[config.mk]
export PLATFORM = sky130hd
export DESIGN_NAME = cdc_event_arbiter
export DESIGN_NICKNAME = d
export VERILOG_FILES = /design/src/rtl/cdc_event_pkg.sv /design/src/rtl/cdc_event_rr_picker.sv /design/src/rtl/cdc_event_arbiter.sv
export SDC_FILE = /design/constraint.sdc
export NUM_CORES = 1
export LEC_CHECK = 0
export BUFFER_PORTS_ARGS = -buffer_cell sky130_fd_sc_hd__buf_2
export CAP_MARGIN = 20
export CELL_PAD_IN_SITES_DETAIL_PLACEMENT = 1
export CELL_PAD_IN_SITES_GLOBAL_PLACEMENT = 1
export CORE_UTILIZATION = 35
export CTS_CLUSTER_SIZE = 8
export DETAILED_ROUTE_END_ITERATION = 16
export HOLD_SLACK_MARGIN = 0.02
export PLACE_DENSITY = 0.76
export SLEW_MARGIN = 40
export SYNTH_ARGS = -nofsm -noshare
export SYNTH_HDL_FRONTEND = slang
export SYNTH_SLANG_ARGS = --single-unit
[constraint.sdc]
create_clock -name clk -period 1.5 [get_ports clk]
set_clock_uncertainty 0.2 [all_clocks]
set_input_delay 0 -clock clk [delete_from_list [all_inputs] [get_ports clk]]
set_output_delay 0 -clock clk [all_outputs]
set_load 0.02 [all_outputs]
[src/rtl/cdc_event_pkg.sv]
// Shared definitions for the event-to-toggle CDC arbiter: FSM encoding and width helpers.
package cdc_event_pkg;

  typedef enum logic [1:0] {
    ST_IDLE     = 2'd0,
    ST_SEND     = 2'd1,
    ST_WAIT_ACK = 2'd2
  } state_t;

  function automatic int clog2(input int value);
    int w;
    w = 0;
    while ((1 << w) < value) w++;
    return w;
  endfunction

  // An index needs at least one bit even for a single-source corner.
  function automatic int id_width(input int num);
    return (clog2(num) < 1) ? 1 : clog2(num);
  endfunction

endpackage

[src/rtl/cdc_event_rr_picker.sv]
// Round-robin winner search over the pending vector, starting just above the last grant.
module cdc_event_rr_picker #(
  parameter int NUM_EVENTS = 4,
  parameter int ID_W       = 2
) (
  input  logic [NUM_EVENTS-1:0] req,
  input  logic [ID_W-1:0]       last_grant,
  output logic                  valid,
  output logic [ID_W-1:0]       index
);

  int              cand;
  logic [ID_W-1:0] cidx;

  // Walk last_grant+1 .. last_grant+NUM_EVENTS (mod NUM_EVENTS); first set bit wins.
  always_comb begin
    valid = 1'b0;
    index = '0;
    cand  = 0;
    cidx  = '0;
    for (int i = 1; i <= NUM_EVENTS; i++) begin
      cand = (int'(last_grant) + i) % NUM_EVENTS;
      cidx = ID_W'(cand);
      if (!valid && req[cidx]) begin
        valid = 1'b1;
        index = cidx;
      end
    end
  end

endmodule

[src/rtl/cdc_event_arbiter.sv]
// Captures rising edges on event lines, arbitrates them round-robin and ships one id at a
// time across a toggle req/ack handshake to another clock domain.
//
//   state       | meaning
//   ST_IDLE     | waiting for a pending event; winner id latched on exit
//   ST_SEND     | id stable for one cycle; req toggles and pending bit clears on exit
//   ST_WAIT_ACK | waiting for synchronized ack parity to match req
module cdc_event_arbiter
  import cdc_event_pkg::*;
#(
  parameter  int NUM_EVENTS = 4,
  parameter  int SYNC_DEPTH = 2,
  localparam int ID_W       = id_width(NUM_EVENTS)
) (
  input  logic                  clk,
  input  logic                  reset_n,
  input  logic [NUM_EVENTS-1:0] i_event,
  input  logic                  i_ovf_clr,
  output logic                  o_async_req,
  output logic [ID_W-1:0]       o_async_id,
  input  logic                  i_async_ack,
  output logic [NUM_EVENTS-1:0] o_pending,
  output logic [NUM_EVENTS-1:0] o_overflow,
  output logic                  o_busy
);

  logic [NUM_EVENTS-1:0] event_q;
  logic [NUM_EVENTS-1:0] edge_vec;
  logic [NUM_EVENTS-1:0] pending;
  logic [NUM_EVENTS-1:0] overflow;
  logic [NUM_EVENTS-1:0] clear_vec;
  logic [NUM_EVENTS-1:0] ovf_set;
  (* ASYNC_REG = "TRUE", DONT_TOUCH = "TRUE" *) logic [SYNC_DEPTH-1:0] ack_sync;
  logic                  ack_s;
  state_t                state;
  state_t                state_nx;
  logic [ID_W-1:0]       last_grant;
  logic                  pick_valid;
  logic [ID_W-1:0]       pick_index;

  assign edge_vec  = i_event & ~event_q;
  assign clear_vec = (state == ST_SEND) ? (NUM_EVENTS'(1) << o_async_id) : '0;
  // A new edge colliding with the SEND clear simply re-arms the bit; it is not a loss.
  assign ovf_set   = edge_vec & pending & ~clear_vec;
  assign ack_s     = ack_sync[SYNC_DEPTH-1];
  assign o_pending  = pending;
  assign o_overflow = overflow;
  assign o_busy     = (state != ST_IDLE);

  cdc_event_rr_picker #(
    .NUM_EVENTS(NUM_EVENTS),
    .ID_W      (ID_W)
  ) u_picker (
    .req       (pending),
    .last_grant(last_grant),
    .valid     (pick_valid),
    .index     (pick_index)
  );

  // Edge-detect register; starts from 0 so a line already high after reset counts once.
  always_ff @(posedge clk or negedge reset_n) begin
    if (!reset_n) event_q <= '0;
    else          event_q <= i_event;
  end

  // Multi-flop synchronizer for the asynchronous ack toggle.
  always_ff @(posedge clk or negedge reset_n) begin
    if (!reset_n) ack_sync <= '0;
    else          ack_sync <= {ack_sync[SYNC_DEPTH-2:0], i_async_ack};
  end

  // Pending and sticky overflow flags; sets always win over clears.
  always_ff @(posedge clk or negedge reset_n) begin
    if (!reset_n) begin
      pending  <= '0;
      overflow <= '0;
    end else begin
      pending  <= (pending & ~clear_vec) | edge_vec;
      overflow <= (i_ovf_clr ? '0 : overflow) | ovf_set;
    end
  end

  // FSM state register.
  always_ff @(posedge clk or negedge reset_n) begin
    if (!reset_n) state <= ST_IDLE;
    else          state <= state_nx;
  end

  // FSM next-state logic.
  always_comb begin
    state_nx = state;
    case (state)
      ST_IDLE:     if (pick_valid) state_nx = ST_SEND;
      ST_SEND:     state_nx = ST_WAIT_ACK;
      ST_WAIT_ACK: if (ack_s == o_async_req) state_nx = ST_IDLE;
      default:     state_nx = ST_IDLE;
    endcase
  end

  // Handshake flops: id latched leaving IDLE, req toggled leaving SEND, both glitch-free.
  always_ff @(posedge clk or negedge reset_n) begin
    if (!reset_n) begin
      o_async_req <= 1'b0;
      o_async_id  <= '0;
      last_grant  <= ID_W'(NUM_EVENTS - 1);
    end else begin
      if (state == ST_IDLE && pick_valid) o_async_id <= pick_index;
      if (state == ST_SEND) begin
        o_async_req <= ~o_async_req;
        last_grant  <= o_async_id;
      end
    end
  end

endmodule

# ---- Yosys cells after proc, flatten, opt, wreduce, memory -nomap -nowiden
# Cells that the tools add are included.
dict set report classes {
  addsub 4
  n_mul 0
  div_mod_pow 0
  order_cmp 4
  n_eq_ne 5
  shifts 1
  n_mux 21
  bitwise_logic 9
  n_reduce_logical 10
}
# op n
set op_table {}
lappend op_table {{AND 4 bit} 4}
lappend op_table {{< comparator 2 x 3 -> 1 bit (second input constant)} 4}
lappend op_table {{two-way mux 2 bit} 6}
lappend op_table {{binary-select mux 1 bit (select 2 bit)} 4}
lappend op_table {{two-way mux 1 bit} 8}
lappend op_table {{two-way mux 4 bit} 2}
lappend op_table {{NOT 4 bit} 2}
lappend op_table {{OR 4 bit} 2}
lappend op_table {{one-hot mux 2 bit (3 select lines)} 1}
lappend op_table {{adder 2 x 1 -> 2 bit (second input constant)} 2}
lappend op_table {{adder 2 bit (second input constant)} 2}
lappend op_table {{logical AND 1 bit} 4}
lappend op_table {{inequality test 2 bit (second input constant)} 2}
lappend op_table {{<< shifter 1 x 2 -> 4 bit (first input constant)} 1}
lappend op_table {{logical NOT 1 bit} 3}
lappend op_table {{== test 2 x 1 -> 1 bit (second input constant)} 1}
lappend op_table {{== test 2 bit (second input constant)} 1}
lappend op_table {{logical NOT 2 bit} 1}
lappend op_table {{AND reduction 2 bit} 1}
lappend op_table {{nonzero test 2 bit} 1}
lappend op_table {{== test 1 bit} 1}
lappend op_table {{NOT 1 bit} 1}
dict set report word_totals {
  reg_bits 21
  latch_bits 0
  ramBits 0
  romBits 0
  input_bits 8
  elab_cells 62
  mem_count 0
}

# ---- Logic depth before layout (Yosys ltp)
# Gate-level depths: netlist of run 1.
dict set report logic_depth {
  word_depth 15
  depth_mapped 5
  ltp_nobuf 4
}

# ---- Hierarchy
# Synthesis of run 1 repeated with hierarchy kept, for this count alone.
dict set report unflattened {
  cells_unflattened 70
  hier_area_um2 919.6
}
# mod n_inst cells_per_inst area_each_um2
set modules_own_cells {}
lappend modules_own_cells {cdc_event_arbiter 1 56 828.3}
lappend modules_own_cells {cdc_event_rr_picker 1 14 91.3}

# ---- Worst setup path after synthesis of run 1
# Ideal clock, no wire load.
dict set report synth_timing {
  path_type {register to register}
  from {reg pending[1] (netlist: o_pending[1])}
  to {reg o_async_id[0]}
  setup_time_ns 0.126
  arrival_ns 1.164
  path_slack_ns 0.010
  stages_incl_launch_ff 5
  path_buffers 0
  path_cell_list {dfrtp_1 > nor2_2 > a21oi_4 > o21ai_1 > o32a_1}
}
dict set report synth_between {
  elab_chain_len 13
}
# element line_no
set synth_rtl {}
lappend synth_rtl {{start: declaration} cdc_event_arbiter.sv:29} ;# logic [NUM_EVENTS-1:0] pending;
lappend synth_rtl {{start signal: assignment} cdc_event_arbiter.sv:78} ;# pending <= (pending & ~clear_vec) | edge_vec;
lappend synth_rtl {{binary-select mux 1 bit (select 2 bit)} cdc_event_rr_picker.sv:24} ;# if (!valid && req[cidx]) begin
lappend synth_rtl {{two-way mux 1 bit (implied by the code)} cdc_event_rr_picker.sv:24}
lappend synth_rtl {{two-way mux 1 bit} cdc_event_rr_picker.sv:24}
lappend synth_rtl {{logical NOT 1 bit} cdc_event_rr_picker.sv:24}
lappend synth_rtl {{logical AND 1 bit} cdc_event_rr_picker.sv:24}
lappend synth_rtl {{two-way mux 1 bit} cdc_event_rr_picker.sv:24}
lappend synth_rtl {{logical NOT 1 bit} cdc_event_rr_picker.sv:24}
lappend synth_rtl {{logical AND 1 bit} cdc_event_rr_picker.sv:24}
lappend synth_rtl {{two-way mux 1 bit} cdc_event_rr_picker.sv:24}
lappend synth_rtl {{logical NOT 1 bit} cdc_event_rr_picker.sv:24}
lappend synth_rtl {{logical AND 1 bit} cdc_event_rr_picker.sv:24}
lappend synth_rtl {{two-way mux 1 bit} cdc_event_rr_picker.sv:24}
lappend synth_rtl {{logical AND 1 bit} cdc_event_arbiter.sv:107} ;# if (state == ST_IDLE && pick_valid) o_async_id <= pick_index;
lappend synth_rtl {{end signal: assignment} cdc_event_arbiter.sv:107}
lappend synth_rtl {{end: declaration} cdc_event_arbiter.sv:20} ;# output logic [ID_W-1:0] o_async_id,
# Parallel ways exist; a longest one is shown, timed or not. The select of a mux whose other input is x is not followed.
# A chain may end at the register's enable or synchronous reset.

# ---- Worst setup path in the final report of run 1
dict set report layout_timing {
  from {reg state[0]}
  to {reg o_async_id[0]}
}
dict set report layout_between {
  elab_chain_len 2
}
# element line_no
set layout_rtl {}
lappend layout_rtl {{start: declaration} cdc_event_arbiter.sv:35} ;# state_t state;
lappend layout_rtl {{start signal: assignment} cdc_event_arbiter.sv:86} ;# else state <= state_nx;
lappend layout_rtl {{logical NOT 2 bit} cdc_event_arbiter.sv:107}
lappend layout_rtl {{logical AND 1 bit} cdc_event_arbiter.sv:107}
# No other way between the ends.

==> impl_metrics.py, run 1 <==
metrics = {
    "synthesis": {
        "ys_seq_elements": 21,
        "synth_area_um2": 866,
        "yosys.area.top_type": "dfrtp_1",
        "synth.net_count": 86,
        "yosysMostFrequentCell": "dfrtp_1",
        "synth.distinct_cells": 25,
        "synth.top_cell.area_share_pct": 54.9,
        "synthArstFlopShare_pct": 100,
        "ys_warn_count": 0,
        "seq_area_frac_synth_pct": 61.0,
        "syn_inst": 78,
        "synth_area_leaders": "dfrtp_1 55%, dfstp_2 6.1%, nand2b_1 5.1%, o21ai_0 3.5%, nand2_1 3.5%",
        "netlist_top_cells_count": "19 x dfrtp_1, 8 x nand2_1, 7 x inv_1, 7 x nand2b_1, 6 x o21ai_0",
        "synth_edf_count": 0,
        "avgSynthCellArea_um2": 11.1,
        "synth_ff_type": "dfrtp_1",
    },
    "detailed_routing": {
        "drt_iter0_drc": 3,
        "totalWireLength_um": 1930,
        "first_pass_iters": 4,
        "routedWlPerCell_um": 13.9,
        "drc": 0,
        "vias": 668,
        "viasPerCell": 4.81,
        "ant_nets": 0,
    },
    "floorplan": {
        "die_h_um": 51.7,
        "die_w_um": 51.7,
        "die_area_mm2": 0.00268,
        "row_count": 17,
        "fp.coreArea_mm2": 0.00228,
        "io_pins": 20,
        "start_util_pct": 38.0,
    },
    "place": {
        "gp_congestion": 0.813,
        "post-place-ws_ns": -0.00224,
        "hpwl_um": 1350,
        "port_buffers": 19,
    },
    "clocking": {
        "cts_tree": "done",
        "numClockSinks": 21,
        "clockRootBuffer": "clkbuf_4",
        "htreeDepth": 1,
        "numCtsBuffers": 3,
        "clock_path_buffers": 2,
        "clock_latency_ns": 0.30,
        "cts.clk_slew.worst_paths_ns": 0.11,
    },
    "run_status": {
        "violations": "negative setup slack",
        "outcome": "finished with violations",
    },
    "global_route": {
        "grtUsageTotal_pct": 17.5,
        "grt_max_degree": 22,
        "met2_usage_pct": 25.3,
        "antenna_found_initial": 0,
        "grt_pass1_wl_um": 3180,
        "grt_remaining_overflow": 0,
        "grt_pass1_vias": 696,
        "grt.busiest_layer": "met2",
        "grtUsageMet1_pct": 24.1,
        "grt_util_met3_pct": 3.51,
    },
    "timing": {
        "tightest_slew_ns": 0.464,
        "relSlewSlack_pct": 69.1,
        "fin_crit_ns": 1.51,
        "min_period_over_period_pct": 100,
        "fin_tns_setup_ns": -0.00535,
        "finalSetupViolCount": 1,
        "worst_slack_ns": -0.00535,
        "drv_slew": 0,
        "fmax_mhz": 664,
        "rsz0062_at_grt": "yes",
        "final_hold_viol_count": 0,
    },
    "pwr": {
        "p_leak_uw": 0.000503,
        "finalPower_uw": 2320,
        "vdd_drop_max_mv": 0.995,
        "p_per_area_mw_per_mm2": 2050,
    },
    "setup_path": {
        "worstSetupEndpointType": "register",
        "critical_path_class": "reg2reg",
        "start_kind": "register",
        "cp.arrival_ns": 1.51,
        "crit_path_max_fanout": 4,
        "crit_required_ns": 1.50,
    },
    "worst_hold_path": {
        "hp-class": "in2reg",
    },
    "cells_and_area": {
        "fill_cells": 259,
        "register_area_um2": 528,
        "syn_to_final_growth_pct": 30.9,
        "finish.utilization_pct": 49.8,
        "drive_above_1_share_pct": 32.4,
        "multi_input_area_um2": 313,
        "antenna_cells": 0,
        "fin_nets": 120,
    },
    "flow_run": {
        "maxCapViolCount": 0,
    },
}
==> report_power, final <==
part | switching, µW | internal [µW]
clock | 168 | 104
sequential | 235 | 772
combinational | 570 | 474
total | 973 | 1350
==> routing by layer <==
layer | vias up | part of all wire, %
li1 | 331 | -
met1 | 315 | 49
met2 | 18 | 45
met3 | 4 | 3.0
met4 | 0 | 2.8
met5 | - | 0
==> cells by family after synthesis <==
logic type             count (synthesis)  synth area share [%]
multiplexers                           2                  2.46
flip-flops                            21                  61.0
XOR/XNOR                               2                  2.02
AO/OA/AOI/OAI                         20                  15.5
AND/OR/NAND/NOR                       24                  14.9
buffers and inverters                  9                  4.19
==> state kept, by name (all words and copies together), names as in the netlist <==
register     cells
event_q          4
o_pending        4
o_async_req      1
ack_sync         2
o_overflow       4
state            2
last_grant       2
o_async_id       2
==> worst max-delay path, stage by stage, from the launching register on <==
cell,delay [ns]
dfrtp_1,0.42
or2_4,0.27
a21oi_4,0.14
o21ai_1,0.09
o32a_1,0.29
==> worst paths after layout <==
kind | from | endpoint | slack (ns) | depth (start not counted)
min reg2reg | ack_sync[0] | ack_sync[1] | 0.16 | 0
max reg2reg | state[0] | o_async_id[0] | -0.005 | 4
min | i_async_ack | ack_sync[0] | 0.13 | 2
max in group asynchronous | reset_n | last_grant[0] | 0.25 | 3
min in group asynchronous | reset_n | o_overflow[0] | 0.50 | 3
max | state[0] | o_async_id[0] | -0.005 | 4
==> stage by stage <==
step           area, µm²  hold slack, ns  std cells
6_report            1130           0.129        139
5_1_grt             1130           0.121        139
4_1_cts             1130           0.120        139
3_5_place_dp        1000          -0.218        125
3_3_place_gp        1000          -0.225        125
2_1_floorplan        866          -0.496         78
==> what timing repair did <==
item	4_1_cts	5_1_grt
endpoints found under the setup margin	3	6
resized for setup	1	3
buffers inserted	2	0
pin swaps	0	0
hold endpoints to repair	34	0
hold buffers	8	0
==> layout make-up <==
cell class,instances,share of cell area (%)
inverter,7,2.32
tap,28,3.09
clock buffer,4,2.32
multi-input combinational,48,27.6
sequential,21,46.6
timing repair buffer,31,18.1
==> placed cells by master, fill, tap and decap left out <==
master,n
nand3_1,1
nor3b_1,1
buf_2,19
a21oi_4,1
nand4b_1,1
o21ai_1,1
o31ai_1,1
o22ai_1,4
dfrtp_1,19
or2_4,1
o31ai_2,1
xnor2_1,2
dfstp_2,2
nor2_2,1
nand2_1,8
buf_4,4
nand3b_1,1
dlygate4sd3_1,8
inv_2,1
o21ai_0,6
mux2i_1,1
mux2_2,1
a31o_1,1
clkbuf_1,1
clkbuf_4,3
nand2b_1,6
a21oi_2,1
a21oi_1,2
inv_1,6
o32a_1,1
nor2_1,3
nand2b_2,1
o221ai_1,1
Power figures use the tool's default switching activity.
==> inputs of run 2 (changes only) <==
ABC_AREA = 1   (was not set)
PLACE_DENSITY = 0.78   (was 0.76)
SYNTH_HIERARCHICAL = 1   (was not set)
==> run 2 against run 1 <==
Net effect:
- clock power decreased by 2%
- sequential cell count unchanged
- sequential power about the same
- sequential share of layout area decreased by 12 points
- die area increased by 28%
- via count increased by 62%
- largest power group unchanged
- the flow still finishes with violations (negative setup slack)
- cell area increased by 36%
==> impl_metrics.py, run 2 <==
metrics = {
    "cells_and_area": {
        "syn_to_final_growth_pct": 37.8,
        "antenna_cells": 0,
        "fin_nets": 197,
        "drive_above_1_share_pct": 34.6,
        "fin_area_mm2": 0.00154,
        "final_common_cell": "nand2_1",
        "layout.cells.most_common_list": "50 x nand2_1, 20 x buf_2, 19 x dfrtp_1",
    },
    "setup_path": {
        "start_kind": "register",
        "crit_required_ns": 1.54,
        "worstSetupEndpointType": "register",
        "crit_path_max_fanout": 7,
        "cp-startpoint": "last_grant[0]",
        "cp.arrival_ns": 1.83,
        "critical_path_class": "reg2reg",
        "r2r_start": "last_grant[0]",
    },
    "clocking": {
        "numClockSinks": 21,
        "cts_tree": "done",
        "clock_latency_ns": 0.29,
        "clockRootBuffer": "clkbuf_4",
        "cts.clk_slew.worst_paths_ns": 0.11,
        "numCtsBuffers": 3,
        "clock_path_buffers": 2,
        "htreeDepth": 1,
    },
    "synthesis": {
        "synth_edf_count": 0,
        "synth.top_cell.area_share_pct": 42.5,
        "ys_seq_elements": 21,
        "synth_ff_type": "dfrtp_1",
        "netlist_top_cells_count": "55 x nand2_1, 19 x dfrtp_1, 17 x inv_1",
        "synth.distinct_cells": 19,
        "synth.net_count": 152,
        "synthArstFlopShare_pct": 100,
        "yosysMostFrequentCell": "nand2_1",
        "seq_area_frac_synth_pct": 47.2,
        "yosys.area.top_type": "dfrtp_1",
        "synth_area_mm2": 0.00112,
        "avgSynthCellArea_um2": 7.78,
        "ys_warn_count": 6,
        "synth_area_leaders": "dfrtp_1 42%, nand2_1 18%, inv_1 5.7%, nand2_2 5.6%, nand2_4 5.0%",
        "syn_inst": 144,
    },
    "detailed_routing": {
        "first_pass_iters": 4,
        "viasPerCell": 4.68,
        "drt_iter0_drc": 21,
        "ant_nets": 0,
        "totalWireLength_um": 2940,
        "vias": 1085,
        "routedWlPerCell_um": 12.7,
        "drc": 0,
    },
    "floorplan": {
        "io_pins": 20,
        "die_h_um": 58.6,
        "row_count": 20,
        "fp.coreArea_mm2": 0.00305,
        "start_util_pct": 36.7,
        "die_w_um": 58.6,
        "die_area_mm2": 0.00343,
    },
    "timing": {
        "fmax_mhz": 556,
        "worst_slack_ns": -0.297,
        "min_period_over_period_pct": 120,
        "tightest_slew_ns": 0.478,
        "drv_slew": 0,
        "rsz0062_at_grt": "yes",
        "final_hold_viol_count": 0,
        "finalSetupViolCount": 3,
        "fin_crit_ns": 1.80,
        "relSlewSlack_pct": 68.1,
        "fin_tns_setup_ns": -0.845,
    },
    "global_route": {
        "grt_max_degree": 22,
        "antenna_found_initial": 0,
        "grt_pass1_wl_um": 4760,
        "grt_remaining_overflow": 0,
        "grt_pass1_vias": 1146,
        "grtUsageTotal_pct": 18.2,
    },
    "place": {
        "port_buffers": 19,
        "gp_congestion": 0.816,
        "hpwl_um": 2100,
        "post_dp_cell_area_mm2": 0.00133,
    },
    "pwr": {
        "clock_power_share_pct": 7.5,
        "p_leak_uw": 0.000853,
        "p_seq_share_pct": 27.5,
        "internal_power_uw": 1810,
        "combPwrFrac_pct": 65.0,
        "p_per_area_mw_per_mm2": 2310,
        "vdd_drop_max_mv": 0.912,
        "finalPower_uw": 3570,
        "switching_share_pct": 49.3,
        "p_sw_uw": 1760,
    },
    "flow_run": {
        "maxCapViolCount": 0,
    },
    "worst_hold_path": {
        "hp-class": "in2reg",
        "hp-start": "i_async_ack",
    },
    "run_status": {
        "violations": "negative setup slack",
        "outcome": "finished with violations",
    },
}
[run 2: cell types whose count changed in the layout (fill, tap and decap cells not counted), moves of 7 or more]
cell	change
buf_4	+7
nand2_2	+8
nand3_1	+7
inv_1	+11
nand2_1	+42
nand2_4	+12
[run 2: layer usage]
metal	track usage, %	part of all wire (%)	vias up
li1	-	-	525
met2	34.2	58	13
met1	20.6	39	543
met4	6.80	1.1	0
met3	2.86	1.6	4
met5	0	0	-
[run 2: kinds of logic after synthesis]
kind of cell              Yosys count  share of synthesized area (%)
and+or+nand+nor                    95                           41.1
buffers and inverters              22                           8.49
DFF                                21                           47.2
AOI/OAI and AO/OA                   5                           2.46
xor gates and xnor gates            1                          0.782
[run 2: cell type report]
class / instances / area (µm²)
Timing Repair Buffer: 41 / 303
Inverter: 21 / 86.3
Tap cell: 44 / 55.1
Multi-Input combinational cell: 101 / 544
Clock buffer: 4 / 26.3
Sequential cell: 21 / 528
Fill cell: 395 / 1510
[run 2: through the flow]
| stage | setup slack, ns | instances | utilization [%] | hold WS [ns] |
|---|---|---|---|---|
| floorplan | -0.154 | 144 | - | -0.496 |
| finish | -0.297 | 232 | 50.5 | 0.146 |
| global placement | -0.229 | 215 | 43.7 | -0.227 |
| CTS | -0.290 | 230 | 49.0 | 0.128 |
| global route | -0.399 | 232 | 50.5 | 0.136 |
| detailed placement | -0.284 | 215 | 43.7 | -0.220 |
[run 2: worst paths after layout]
| kind | slack, ns | endpoint | cells past startpoint |
|---|---|---|---|
| hold / removal | 0.15 | ack_sync[0] | 2 |
| setup / recovery | -0.30 | o_async_id[1] | 11 |
| min in group asynchronous | 0.52 | o_async_req | 3 |
| hold reg to reg | 0.17 | ack_sync[1] | 0 |
| max in group asynchronous | 0.23 | last_grant[0] | 3 |
| setup reg to reg | -0.30 | o_async_id[1] | 11 |
[run 2: critical path, cell delays in order, from the launching register on]
cell and delay, ns:
dfstp_2 0.57, buf_12 0.12, inv_8 0.05, nand2_4 0.05, nand2_2 0.07, nand2_4 0.08, nand2_4 0.06, nor2_4 0.13
nand4_1 0.14, nand2_1 0.13, nand2_1 0.06, nand2_1 0.07
[run 2: power by group through the flow]
stage	Combinational (µW)	Sequential [µW]	Clock, µW
finish	2320	983	266
global placement	1860	989	0
detailed placement	1950	1000	0
CTS	2160	975	279
floorplan	1230	1110	0
global route	2530	1010	299
[run 2: repair_timing]
item / 4_1_cts / 5_1_grt
cloned: 0 / 0
gates resized for setup: 8 / 4
pin swaps: 9 / 6
buffers inserted: 3 / 2
setup endpoints to repair: 3 / 3
hold endpoints to repair: 34 / 0
hold buffers: 8 / 0
